$ cat src/rtl/fp_pkg.sv
// rtl/fp_pkg.sv - shared types, read-select map and width helpers for the float statistics monitor
package fp_pkg;

  typedef enum logic [2:0] {
    FP_ZERO   = 3'd0,
    FP_DENORM = 3'd1,
    FP_NORMAL = 3'd2,
    FP_INF    = 3'd3,
    FP_NAN    = 3'd4,
    FP_NONE   = 3'd7
  } fp_class_e;

  localparam logic [2:0] RD_ZERO   = 3'd0;
  localparam logic [2:0] RD_DENORM = 3'd1;
  localparam logic [2:0] RD_NORMAL = 3'd2;
  localparam logic [2:0] RD_INF    = 3'd3;
  localparam logic [2:0] RD_NAN    = 3'd4;
  localparam logic [2:0] RD_NEG    = 3'd5;
  localparam logic [2:0] RD_TOTAL  = 3'd6;
  localparam logic [2:0] RD_MAXEXP = 3'd7;

  localparam int NUM_CNT = 7;

  function automatic int fp_bias(input int exp_bits);
    return (1 << (exp_bits - 1)) - 1;
  endfunction

  function automatic int fp_width(input int exp_bits, input int mant_bits);
    return 1 + exp_bits + mant_bits;
  endfunction

endpackage

$ cat src/rtl/fp_classify.sv
// rtl/fp_classify.sv - combinational decode of one float word into class, sign and raw exponent
module fp_classify
  import fp_pkg::*;
#(
  parameter int EXP_BITS  = 8,
  parameter int MANT_BITS = 23
) (
  input  logic [EXP_BITS+MANT_BITS:0] word,
  output fp_class_e                   cls,
  output logic                        sign,
  output logic [EXP_BITS-1:0]         exponent
);

  logic [MANT_BITS-1:0] mant;

  assign sign     = word[EXP_BITS+MANT_BITS];
  assign exponent = word[MANT_BITS +: EXP_BITS];
  assign mant     = word[MANT_BITS-1:0];

  always_comb begin
    cls = FP_NORMAL;
    if (exponent == '0) begin
      cls = (mant == '0) ? FP_ZERO : FP_DENORM;
    end else if (&exponent) begin
      cls = (mant == '0) ? FP_INF : FP_NAN;
    end
  end

endmodule

$ cat src/rtl/fp_stat_monitor.sv
// rtl/fp_stat_monitor.sv - passive multi-lane float tap: per-lane classification and saturating statistics
module fp_stat_monitor
  import fp_pkg::*;
#(
  parameter int EXP_BITS  = 8,
  parameter int MANT_BITS = 23,
  parameter int LANES     = 4,
  parameter int CNT_W     = 32
) (
  input  logic                                          clk,
  input  logic                                          rst,
  input  logic                                          in_valid,
  input  logic [LANES*fp_width(EXP_BITS,MANT_BITS)-1:0] in_data,
  input  logic [LANES-1:0]                              in_mask,
  output logic                                          cls_valid,
  output logic [LANES*3-1:0]                            cls_code,
  input  logic                                          clear,
  input  logic                                          rd_req,
  input  logic [2:0]                                    rd_sel,
  output logic                                          rd_valid,
  output logic [CNT_W-1:0]                              rd_data
);

  localparam int W     = fp_width(EXP_BITS, MANT_BITS);
  localparam int INC_W = $clog2(LANES + 1);

  fp_class_e             lane_cls  [LANES];
  logic                  lane_sign [LANES];
  logic [EXP_BITS-1:0]   lane_exp  [LANES];

  fp_class_e             s1_cls    [LANES];
  logic                  s1_sign   [LANES];
  logic [EXP_BITS-1:0]   s1_exp    [LANES];
  logic                  s1_valid;

  logic [INC_W-1:0]      inc       [NUM_CNT];
  logic [CNT_W-1:0]      cnt       [NUM_CNT];
  logic [EXP_BITS-1:0]   max_exp;
  logic [EXP_BITS-1:0]   max_exp_next;
  logic [CNT_W-1:0]      rd_mux;

  for (genvar g = 0; g < LANES; g++) begin : g_lane
    fp_classify #(
      .EXP_BITS (EXP_BITS),
      .MANT_BITS(MANT_BITS)
    ) u_classify (
      .word    (in_data[g*W +: W]),
      .cls     (lane_cls[g]),
      .sign    (lane_sign[g]),
      .exponent(lane_exp[g])
    );
    assign cls_code[g*3 +: 3] = s1_cls[g];
  end

  assign cls_valid = s1_valid;

  // Stage 1: masked or invalid lanes collapse to NONE so stage 2 never needs the mask.
  always_ff @(posedge clk) begin
    if (rst) begin
      s1_valid <= 1'b0;
      for (int i = 0; i < LANES; i++) begin
        s1_cls[i]  <= FP_NONE;
        s1_sign[i] <= 1'b0;
        s1_exp[i]  <= '0;
      end
    end else begin
      s1_valid <= in_valid;
      for (int i = 0; i < LANES; i++) begin
        s1_cls[i]  <= (in_valid && in_mask[i]) ? lane_cls[i] : FP_NONE;
        s1_sign[i] <= lane_sign[i];
        s1_exp[i]  <= lane_exp[i];
      end
    end
  end

  always_comb begin
    for (int k = 0; k < NUM_CNT; k++) inc[k] = '0;
    for (int i = 0; i < LANES; i++) begin
      case (s1_cls[i])
        FP_ZERO:   inc[RD_ZERO]   = inc[RD_ZERO]   + INC_W'(1);
        FP_DENORM: inc[RD_DENORM] = inc[RD_DENORM] + INC_W'(1);
        FP_NORMAL: inc[RD_NORMAL] = inc[RD_NORMAL] + INC_W'(1);
        FP_INF:    inc[RD_INF]    = inc[RD_INF]    + INC_W'(1);
        FP_NAN:    inc[RD_NAN]    = inc[RD_NAN]    + INC_W'(1);
        default: ;
      endcase
      if (s1_cls[i] != FP_NONE) inc[RD_TOTAL] = inc[RD_TOTAL] + INC_W'(1);
      if (s1_sign[i] && s1_cls[i] != FP_NAN && s1_cls[i] != FP_NONE)
        inc[RD_NEG] = inc[RD_NEG] + INC_W'(1);
    end
  end

  // INF/NAN carry an all-ones exponent that would pin MAXEXP, so only finite lanes compete.
  always_comb begin
    max_exp_next = max_exp;
    for (int i = 0; i < LANES; i++) begin
      if ((s1_cls[i] == FP_ZERO || s1_cls[i] == FP_DENORM || s1_cls[i] == FP_NORMAL) &&
          s1_exp[i] > max_exp_next)
        max_exp_next = s1_exp[i];
    end
  end

  function automatic logic [CNT_W-1:0] sat_add(input logic [CNT_W-1:0] a,
                                               input logic [INC_W-1:0] b);
    logic [CNT_W:0] s;
    s = {1'b0, a} + (CNT_W+1)'(b);
    return s[CNT_W] ? '1 : s[CNT_W-1:0];
  endfunction

  always_ff @(posedge clk) begin
    if (rst || clear) begin
      for (int k = 0; k < NUM_CNT; k++) cnt[k] <= '0;
      max_exp <= '0;
    end else begin
      for (int k = 0; k < NUM_CNT; k++) cnt[k] <= sat_add(cnt[k], inc[k]);
      max_exp <= max_exp_next;
    end
  end

  always_comb begin
    rd_mux = '0;
    case (rd_sel)
      RD_ZERO:   rd_mux = cnt[RD_ZERO];
      RD_DENORM: rd_mux = cnt[RD_DENORM];
      RD_NORMAL: rd_mux = cnt[RD_NORMAL];
      RD_INF:    rd_mux = cnt[RD_INF];
      RD_NAN:    rd_mux = cnt[RD_NAN];
      RD_NEG:    rd_mux = cnt[RD_NEG];
      RD_TOTAL:  rd_mux = cnt[RD_TOTAL];
      RD_MAXEXP: rd_mux = CNT_W'(max_exp);
      default:   rd_mux = '0;
    endcase
  end

  // Sampling the counters before their update gives read-vs-update and read-vs-clear their old-value semantics.
  always_ff @(posedge clk) begin
    if (rst) begin
      rd_valid <= 1'b0;
      rd_data  <= '0;
    end else begin
      rd_valid <= rd_req;
      if (rd_req) rd_data <= rd_mux;
    end
  end

endmodule

$ cat config.mk
export PLATFORM = sky130hd
export DESIGN_NAME = fp_stat_monitor
export DESIGN_NICKNAME = d
export VERILOG_FILES = /design/src/rtl/fp_pkg.sv /design/src/rtl/fp_classify.sv /design/src/rtl/fp_stat_monitor.sv
export SDC_FILE = /design/constraint.sdc
export NUM_CORES = 1
export LEC_CHECK = 0
export ABC_AREA = 1
export ABC_CLOCK_PERIOD_IN_PS = 6860
export CAP_MARGIN = 20
export CORE_ASPECT_RATIO = 0.6
export CORE_UTILIZATION = 30
export DETAILED_ROUTE_END_ITERATION = 10
export MAX_ROUTING_LAYER = met4
export PLACE_DENSITY_LB_ADDON = 0.08
export SYNTH_ARGS = -nofsm -noshare
export SYNTH_HDL_FRONTEND = slang
export SYNTH_SLANG_ARGS = --single-unit
$ cat constraint.sdc
create_clock -name clk -period 6.86 [get_ports clk]
set_clock_uncertainty 0.05 [all_clocks]
set_input_delay 0.686 -clock clk [delete_from_list [all_inputs] [get_ports clk]]
set_output_delay 0.686 -clock clk [all_outputs]
set_load 0.05 [all_outputs]
==> Word-level counts from Yosys, hierarchy flattened <==
Memories as Yosys holds them, arrays and structs flattened.
Index checks and enable logic that the tools add are counted.
{ "totals": {"output_inout_bits": 46, "reg_bits": 42, "wordCells": 217, "ramBits": 272, "in_bits": 140, "memories": 4, "latchBits": 0, "rom_bits": 0} }
{ "memory_table": {"columns": ["name", "depth", "width", "rd", "rd_clocked_by_memory_dff", "write_ports", "line_no", "text"], "rows": [
  ["cnt", 7, 32, 7, 0, 7, "fp_stat_monitor.sv:37", "logic [CNT_W-1:0] cnt [NUM_CNT];"],
  ["s1_exp", 4, 8, 4, 0, 4, "fp_stat_monitor.sv:33", "logic [EXP_BITS-1:0] s1_exp [LANES];"],
  ["s1_cls", 4, 3, 4, 0, 4, "fp_stat_monitor.sv:31", "fp_class_e s1_cls [LANES];"],
  ["s1_sign", 4, 1, 4, 0, 4, "fp_stat_monitor.sv:32", "logic s1_sign [LANES];"]
]} }
{ "op_classes": {"bitwise_logic": 19, "n_lt_le_gt_ge": 4, "addsub": 28, "n_mul": 0, "reduce_logical": 42, "mux": 85, "n_shift": 0, "eq_ne": 31, "div_mod_pow": 0} }
{ "ops": {"columns": ["operator", "n"], "rows": [
  ["$mux 32", 14],
  ["$pmux 32 s8", 1],
  ["$add 32x3->33", 7],
  ["$mux 3", 41],
  ["$logic_not 23->1", 4],
  ["$mux 8", 8],
  ["$add 3x1->3 const B", 21],
  ["$gt 8x8->1", 4],
  ["$logic_not 8->1", 4],
  ["$reduce_and 8->1", 4],
  ["$eq 3x2->1 const B", 10],
  ["$eq 3x3->1 const B", 8],
  ["$ne 3x3->1 const B", 8],
  ["$mux 1", 21],
  ["$or 1x1->1", 19],
  ["$logic_and 1x1->1", 16],
  ["$eq 3x1->1 const B", 5],
  ["$logic_not 3->1", 5],
  ["$logic_or 1x1->1", 9]
]} }

==> Longest topological paths before layout <==
An unclocked memory read counts as a cell.
{ "logic_depth": {"ltp_word": 15, "ltp_mapped": 49, "ltp_nobuf": 47} }

==> Hierarchy <==
A second synthesis with hierarchy kept.
{ "hier_totals": {"cells_unflattened": 2708, "area_unflattened_um2": 18989.5} }
{ "modules_own_cells": {"columns": ["module", "instances", "area_each_um2", "seq_area_each_um2", "cells_each"], "rows": [
  ["fp_stat_monitor", 1, 18013.5, 6286.0, 2528],
  ["fp_classify", 4, 244.0, 0.0, 45]
]} }

==> Worst setup path after synthesis <==
OpenSTA, ideal clock, no wires.
{ "synth_path": {"path_kind": "flip-flop to flip-flop", "startpoint": "memory s1_cls[0][0] (netlist name)", "endpoint": "register max_exp[0]", "t_arrival_ns": 5.589, "path_buffers": 3, "path_stages_with_launch": 37, "required_time_ns": 6.701, "path_slack_ns": 1.112, "setup_time_ns": 0.109, "synth_period_minus_slack_ns": 5.748, "path_cell_list": "dfxtp_1 > nand2_1 > nand2_1 > a21oi_1 > nand2_1 > clkbuf_1 > nand2_1 > o21ai_0 > ha_1 > a21oi_1 > nor2_1 > a211oi_1 > nand2_1 > nand2_1 > clkbuf_1 > o21a_1 > inv_1 > ha_1 > nand2_1 > inv_1 > nand2_1 > nor2_1 > nand3_1 > nand3_1 > clkinv_1 > nand2_2 > nand2_1 > and2_1 > ha_1 > nand2_1 > inv_1 > nand2_1 > o311ai_0 > clkbuf_1 > nand3_1 > nand2_1 > inv_1"} }
{ "synth_rtl": {"columns": ["element", "line_no", "text"], "rows": [
  ["from (decl)", "fp_stat_monitor.sv:31", null],
  ["to (signal assigned)", "fp_stat_monitor.sv:116", "max_exp <= max_exp_next;"],
  ["to (decl)", "fp_stat_monitor.sv:38", "logic [EXP_BITS-1:0] max_exp;"]
]} }

==> Worst setup path in the final report <==
{ "layout_path": {"startpoint": "register max_exp[6]", "endpoint": "register max_exp[1]"} }
{ "layout_via": {"elab_chain_cells": 12} }
{ "layout_rtl": {"columns": ["element", "line_no", "text"], "rows": [
  ["$gt 8x8->1", "fp_stat_monitor.sv:98", "s1_exp[i] > max_exp_next)"],
  ["$logic_and 1x1->1", "fp_stat_monitor.sv:97", "if ((s1_cls[i] == FP_ZERO || s1_cls[i] == FP_DENORM || s1_cls[i] == FP_NORMAL) &&"],
  ["$mux 8 *", "fp_stat_monitor.sv:97", null],
  ["$gt 8x8->1", "fp_stat_monitor.sv:98", null],
  ["$logic_and 1x1->1", "fp_stat_monitor.sv:97", null],
  ["$mux 8 *", "fp_stat_monitor.sv:97", null],
  ["$gt 8x8->1", "fp_stat_monitor.sv:98", null],
  ["$logic_and 1x1->1", "fp_stat_monitor.sv:97", null],
  ["$mux 8 *", "fp_stat_monitor.sv:97", null],
  ["$gt 8x8->1", "fp_stat_monitor.sv:98", null],
  ["$logic_and 1x1->1", "fp_stat_monitor.sv:97", null],
  ["$mux 8 *", "fp_stat_monitor.sv:97", null]
]} }
Every way passes the cells marked *; elsewhere a longest branch is shown, timed or not.
A chain may end at the register's enable or synchronous reset.

==> impl_results.md <==
* Die height at 193 um
* Most frequent cells in the layout: 458 x inv_1, 395 x nand2_1, 314 x dfxtp_1, 204 x nor2_1
* H-tree levels at 2
* Total grt overflow at 0
* Leakage at 9.53 nW
* Latest clock arrival within the worst-skew pair at 0.55 ns
* # IOs at 186
* Syn Inst Count at 2,565
* Largest net degree at the start of global routing at 82
* Cell Rows at 69
* Share of cells above drive strength 1 at 6.86%
* First-pass GRT wire length at 97.6 mm
* CTS Buffer Depth at 3
* Worst hold path depth at 2
* All-Layer GR Usage at 20.8%
* HP Start: rd_data[23]
* Final TNS setup at 0 ns
* Drt wl/cell at 17.7 um
* Maximum clock rate at 163 MHz
* GPL Wtd Cong at 0.894
* CTS Root Cell: clkbuf_16
* Pwr per Cell Area at 188 nW/um^2
* IO buf count at 185
* Remaining DRCs at 0
* Die area at 62,100 sq um
* Hold buffer count at CTS at 0
* Starting Density at 30.6%
* Clk sink count at 314
* Final Cycle Share at around nine tenths
* Total CTS buffers at 35
* Slowest CP cell: dfxtp_1
* Worst EP required at 7.25 ns
* Via-per-instance ratio at just under 5
* Overall Power at 0.00417 W
* # nets final at 2,950
* Max Cap Violations at 0
* Synthesized cell area at 18,300 sq um
* CP endpoint kind: flip-flop
* Crit-path max FO at 16
* Number of DRC markers in iteration 0 at 1,342
* Commonest non-fill, non-tap cell in the layout: inv_1
* R2r endpoint: max_exp[1]
* P&R area growth vs syn at 21.3%
* Seq/Total Area, Yosys at 34.3%
* Vias in the first global route at 16,400
* Worst Tran Pin Value at between 1 and 1.5 ns
* Post-synth EDFFs at 0
* R2r setup slk at 0.73 ns
* Ys flop type: dfxtp_1
* Critical path class: reg -> reg
* Die Wd at about 320 um
* Final-report hold violation count at 0
* Max Slew Vio Count at 0
* Clk slew on worst S/H paths at 0.07 ns
* Worst path max stage delay at 0.35 ns
* Hold WC Path Type: reg -> reg
* Final Non-Filler Cells at 3,572
* Most common cell on crit path: nand2_1
* Routed WL at 63.3 mm
* Drt pass-1 iters at 7
* Cell variety after synth at 64
* Area of the core at 59,700 sq um
* Worst Hold End: rd_data[23]
* Register bit total from synthesis at 314
* Placed Instances at 3,510
* CTS tree: yes
* Antenna-violating nets left at 0
* Critical path arrival at 6.52 ns
* Initial antenna violation count at 2
* R2R cell count at 37
* Startpoint Class: flip-flop
* Synthesized area per cell at about 7.1 sq um
* Yosys warns at 0
* Async S/R FF share, synth at 0%
* RSZ-0062 raised after global routing: no
* Max VDD drop at around 150 uV
* Min Hold Slack at about 0.41 ns
* Final setup viols at 0
* Reg2reg start: max_exp[6]
* Via Count at 17,200
* Fin crit period at 6.13 ns
* Slew headroom at 18.9%
* Syn Nets at 2,784
* HPWL after DPL at 48.6 mm
* Status: finished, final reports clean
## flip-flops by register name (all words and copies together) (netlist names)
signal	count
s1_sign	4
cls_valid	1
cnt	224
rd_data	32
s1_cls	12
s1_exp	32
max_exp	8
rd_valid	1
## repair_timing
action / in CTS / in global routing
hold endpoints to repair: 0 / 0
endpoints found under the setup margin: 0 / 8
buffers inserted: 0 / 0
gates resized for setup: 0 / 3
## kinds of logic after synthesis
family | Yosys count | synth area share, %
fa+ha+maj | 79 | 5.69
buf+inv | 544 | 11.4
xor+xnor | 146 | 6.98
mux | 4 | 0.246
compound gates | 490 | 15.2
flops | 314 | 34.3
simple gates | 988 | 26.2
## Yosys cell counts (5+ instances only)
library cell / count / area [sq um]
inv_1: 458 / 1720
nand2_1: 397 / 1490
dfxtp_1: 314 / 6290
nor2_1: 207 / 777
a21oi_1: 184 / 921
o21ai_0: 143 / 716
xor2_1: 113 / 990
nand3_1: 97 / 485
nor3_1: 73 / 365
ha_1: 72 / 901
clkbuf_1: 61 / 229
nand4_1: 58 / 363
nor4_1: 38 / 238
o21ai_1: 34 / 170
xnor2_1: 33 / 289
o22ai_1: 29 / 181
a221oi_1: 20 / 175
nor2_2: 19 / 119
o211ai_1: 15 / 113
nand3_2: 14 / 140
o31ai_1: 13 / 97.6
a31oi_1: 11 / 68.8
inv_2: 11 / 41.3
nor2_4: 11 / 124
nor3_2: 11 / 110
and2_1: 9 / 56.3
nand2_2: 9 / 56.3
or2_2: 9 / 56.3
nand4_2: 8 / 100
fa_1: 7 / 140
o2111ai_1: 7 / 61.3
o221ai_1: 5 / 43.8
o311ai_0: 5 / 43.8
or4_1: 5 / 37.5
## stage by stage
step                setup WS (ns)  util, %  cell area, sq um
CTS                         0.538     37.2             22200
detailed placement          0.566     35.2             21000
global placement            0.614     35.2             21000
global route              0.00156     37.2             22200
floorplan                    1.11        -             18300
finish                      0.729     37.2             22200
## critical path: cells and delay by family (launching register included)
kind | cells | cell delay [ns]
AOI/OAI and AO/OA | 10 | 1.89
adders and majority gates | 4 | 1.17
buffers and inverters | 7 | 0.76
DFF | 1 | 0.35
and+or+nand+nor | 16 | 1.79
## routing by layer
metal	vias up	part of all wire, %	global-route usage (%)
met5	-	0	-
met4	0	1.3	3.28
met3	50	6.9	3.90
met2	457	35	24.9
met1	7939	57	34.4
li1	8756	-	-
## power by group
part           internal [W]  switching [W]
Combinational      0.000133       0.000179
Clock               0.00116       0.000840
Sequential          0.00184      0.0000182
Total               0.00313        0.00104
## how the worst max path moves through the flow
stage | start | endpoint | slack (ns) | cells after the start
floorplan | s1_cls[0][0] | max_exp[0] | 1.11 | 36
global placement | max_exp[7] | max_exp[1] | 0.61 | 42
finish | max_exp[6] | max_exp[1] | 0.73 | 37
global route | max_exp[6] | max_exp[1] | 0.002 | 39
detailed placement | max_exp[6] | max_exp[1] | 0.57 | 38
CTS | max_exp[6] | max_exp[1] | 0.54 | 37
## final cells by class
type                            count  area (sq um)
Clock inverter                     11           150
Sequential cell                   314          6290
Clock buffer                       50          1020
Timing Repair Buffer              200          1960
Tap cell                          816          1020
Inverter                          473          1780
Fill cell                        6392         37500
Multi-Input combinational cell   1707          9990
Antenna cell                        1          2.50
(Power assumes the default switching activity.)
